**src/rtl/xor_stream_engine.sv**
```systemverilog
// xor_stream_engine: byte-stream XOR cipher with key ROM read port and one output register stage
module xor_stream_engine #(
   parameter int B       = 8,
   parameter int W       = 4,
   parameter int KEY_LEN = 12
) (
   input  logic         clk,
   input  logic         reset,
   input  logic         in_valid,
   output logic         in_ready,
   input  logic [B-1:0] in_data,
   input  logic         in_last,
   input  logic         restart,
   output logic         out_valid,
   input  logic         out_ready,
   output logic [B-1:0] out_data,
   output logic         out_last,
   output logic [W-1:0] R_A,
   input  logic [B-1:0] R_D,
   output logic [15:0]  msg_count
);
   typedef enum logic {IDLE, FULL} state_t;

   localparam logic [W-1:0] LAST_IDX = W'(KEY_LEN - 1);

   state_t       state, state_nxt;
   logic [W-1:0] kidx, kidx_nxt;
   logic         accept, consume;

   assign R_A       = kidx;
   assign out_valid = (state == FULL);
   assign in_ready  = reset && (!out_valid || out_ready);
   assign accept    = in_valid && in_ready;
   assign consume   = out_valid && out_ready;

   // next state and next key index; restart or end of message realign the key
   always_comb begin
      state_nxt = accept ? FULL : (consume ? IDLE : state);
      kidx_nxt  = kidx;
      if (restart || (accept && in_last))
         kidx_nxt = '0;
      else if (accept)
         kidx_nxt = (kidx == LAST_IDX) ? '0 : kidx + 1'b1;
   end

   // state, key index, output register and message counter
   always_ff @(posedge clk or negedge reset) begin
      if (!reset) begin
         state     <= IDLE;
         kidx      <= '0;
         out_data  <= '0;
         out_last  <= 1'b0;
         msg_count <= '0;
      end else begin
         state <= state_nxt;
         kidx  <= kidx_nxt;
         if (accept) begin
            out_data <= in_data ^ R_D;
            out_last <= in_last;
         end
         if (consume && out_last)
            msg_count <= msg_count + 16'd1;
      end
   end
endmodule

```
**config.mk**
```make
export PLATFORM = sky130hd
export DESIGN_NAME = xor_stream_engine
export DESIGN_NICKNAME = d
export VERILOG_FILES = /design/src/rtl/xor_stream_engine.sv
export SDC_FILE = /design/constraint.sdc
export NUM_CORES = 1
export LEC_CHECK = 0
export CORE_MARGIN = 2
export CORE_UTILIZATION = 43
export DETAILED_ROUTE_END_ITERATION = 10
export GPL_TIMING_DRIVEN = 0
export PLACE_DENSITY_LB_ADDON = 0.1
export SKIP_CTS_REPAIR_TIMING = 1
export SLEW_MARGIN = 20
export SYNTH_ARGS = -nofsm -noshare
export SYNTH_HDL_FRONTEND = slang
export SYNTH_SLANG_ARGS = --single-unit
```
**constraint.sdc**
```tcl
create_clock -name clk -period 1.8 [get_ports clk]
set_clock_uncertainty 0.15 [all_clocks]
set_input_delay 0.18 -clock clk [delete_from_list [all_inputs] [get_ports clk]]
set_output_delay 0.18 -clock clk [all_outputs]
set_load 0.1 [all_outputs]
```
==> flow_summary_export.csv <==
group,metric,value,unit
status,status,"complete, but fails checks",
status,violations,"hold timing",
placement,io_buffers,52,
synth,ys_seq_area_share,55.9,%
cts,insertion_delay,0.33,ns
synth,yosys_most_used_dff,"dfrtp_1",
power_and_ir_drop,irDropWorstVdd,0.000731,V
placement,place_ws,-0.711,ns
power_and_ir_drop,combinationalPowerShare,36.0,%
job,maxCapViolations,0,
setup_path,r2r-end,"R_A[0]",
final_layout,fill_cells,270,
routing,wl,2980,um
synth,syn-num-nets,148,
synth,syn_area,0.00134,mm2
floorplanning,die_area,0.00359,mm2
final_layout,diodes,0,
synth,synth_top_area_share,55.9,%
placement,dp.final_hpwl,2210,um
final_layout,final_cells,217,
cts,htreeDepth,2,
power_and_ir_drop,pwr-share-seq,35.0,%
sta,tightestPinTransition,0.688,ns
global_route,gr-usage-all-layers,17.8,%
global_route,grt_max_degree,34,
setup_path,critPathRequiredTime,1.47,ns
synth,yosysWarningCount,0,
setup_path,path_max_fanout,4,
cts,clk_path_buf_depth,2,
power_and_ir_drop,swShare,42.7,%
synth,synthTopCellsByArea,"dfrtp_1 56%, xnor2_1 11%, nand2_1 5.0%, xor2_1 3.9%, o21ai_0 3.7%",
power_and_ir_drop,p_int,0.00141,W
power_and_ir_drop,p_clk_share,29.1,%
routing,drc,0,
setup_path,r2r_slack,0.17,ns
routing,drtIter0Drc,39,
floorplanning,boundaryPins,53,
cts,cts_tree,"done",
worst_hold_path,min_path_type,"primary input to async pin",
floorplanning,core.rowCount,20,
global_route,grt_pass1_vias,1113,
setup_path,endpoint_kind,"output pin",
synth,syn_inst,124,
synth,synth.largest_area_cell,"dfrtp_1",
setup_path,worstSetupStartpointType,"flip-flop",
power_and_ir_drop,p_sw,0.00105,W
power_and_ir_drop,p_per_area,1290,mW/mm2
setup_path,crit_type,"flip-flop to output pin",
global_route,grt_pass1_wl,4700,um
synth,synth-edff-count,0,
setup_path,rr_startpoint,"out_valid",
synth,avgSynthCellArea,10.8,um2
synth,synth_most_common_cell,"dfrtp_1",
power_and_ir_drop,leakage,0.891,nW
placement,dp_cells,209,
sta,setup_viol,0,
placement,finalWeightedCongestion,0.727,
synth,synthArstFlopShare,100,%
synth,synth.distinct_cells,23,
floorplanning,core,0.00300,mm2
sta,rsz0062_at_grt,"no",
routing,viasPerCell,5.16,
setup_path,cp_data_arrival_time,1.38,ns
global_route,grt.overflow.total,0,
synth,ys_ff_latch,30,
cts,cts_made_buffers,5,
cts,cts_root_buffer,"clkbuf_4",
final_layout,nNetsFinal,207,
routing,first_pass_iters,4,
sta,max_freq,0.586,GHz
routing,wl_per_cell,13.7,um
floorplanning,die_w,59.9,um
sta,holdWs,-0.264,ns
setup_path,worst_r2r_path_depth,4,
floorplanning,die_y,59.9,um
sta,relSlewSlack,54.2,%
cts,cts.sinks,30,
sta,finalCriticalPeriod,1.71,ns
synth,synth_commonest_cells,"30 x dfrtp_1, 18 x nand2_1, 17 x xnor2_1",
sta,finalMaxSlewViolations,0,
final_layout,syn2layout_area_growth,42.2,%
power_and_ir_drop,report.power.total,0.00247,W
routing,vias,1120,
final_layout,drive_above_1_share,34.2,%
routing,ant_nets,0,
global_route,antenna_found_initial,0,
cts,clkTransAtPathRegs,0.10,ns
sta,final-hold-violation-count,30,
floorplanning,initial_utilization,44.8,%
sta,worst_slack,0.0928,ns
sta,period_share,94.8,%
==> placed cells by master (no fill, tap or decap), drive strengths merged, types with 2 or more instances in the layout <==
| master | instances |
|---|---|
| clkbuf | 38 |
| dfrtp | 30 |
| clkdlybuf4s50 | 20 |
| nand2 | 18 |
| xnor2 | 17 |
| o21ai | 10 |
| nand3 | 9 |
| xor2 | 6 |
| nor2 | 5 |
| nand4 | 4 |
| nor3 | 4 |
| a21oi | 4 |
| and3 | 3 |
| ha | 2 |
| bufinv | 2 |
| and2 | 2 |
| buf | 2 |
==> power by group through the flow <==
stage	clock (W)	combinational (W)	sequential, W
finish	0.000717	0.000887	0.000863
CTS	0.000738	0.000974	0.000864
global route	0.000761	0.000918	0.000878
detailed placement	0	0.000972	0.000876
floorplan	0	0.000122	0.00145
global placement	0	0.000958	0.000873
==> worst max path at each step <==
stage | end | startpoint | slack, ns
2_1_floorplan | msg_count[15] | out_valid | 0.005
3_3_place_gp | in_ready | reset | -1.65
3_5_place_dp | in_ready | reset | -0.71
4_1_cts | in_ready | out_valid | -0.81
5_1_grt | out_data[2] | out_valid | 0.02
6_report | in_ready | out_valid | 0.09
==> through the flow <==
step / area (um2) / utilization [%] / setup TNS (ns) / hold slack, ns
after global placement: 1950 / 65.0 / -25.22 / 0.309
after floorplan: 1390 / - / 0 / -0.266
after global routing: 1910 / 63.6 / 0 / -0.242
after CTS: 2060 / 68.6 / -13.40 / -0.252
after detailed placement: 1950 / 64.9 / -3.05 / 0.120
final: 1910 / 63.6 / 0 / -0.264
==> state kept, by name, indices dropped and copies added (netlist names) <==
register   cells
out_valid      1
out_data       8
R_A            4
out_last       1
msg_count     16
==> critical path: stages (launching register included) <==
cell	delay, ns
dfrtp_4	0.51
nand2b_1	0.15
and2_2	0.17
buf_6	0.22
==> layer usage <==
layer | track usage [%] | part of all wire [%] | wire, um
met1 | 19.2 | 40 | 1200
met2 | 31.1 | 51 | 1530
met3 | 7.36 | 6.8 | 203
met4 | 6.67 | 1.5 | 45
met5 | 0 | 0 | 0
==> area by class of cell <==
class                   count  area (um2)  share of cell area [%]
repair buffers             52         367                    19.2
plain buffers               2        7.51                   0.393
well taps                  33        41.3                    2.16
multi-input cells          91         583                    30.5
inverters                   1        3.75                   0.196
flip-flops and latches     30         797                    41.7
clock inverters             2        60.1                    3.14
clock buffers               6        51.3                    2.69
==> kinds of logic (layout without fill, tap and decap cells) <==
family | Yosys count | in the layout | synth area share, %
compound gates | 15 | 15 | 6.05
xor+xnor | 23 | 23 | 15.0
flops | 30 | 30 | 55.9
buf+inv | 3 | 63 | 0.838
simple gates | 50 | 50 | 19.6
mux | 1 | 1 | 0.838
fa+ha+maj | 2 | 2 | 1.86
Note: power is estimated with default switching activity, not from simulation.
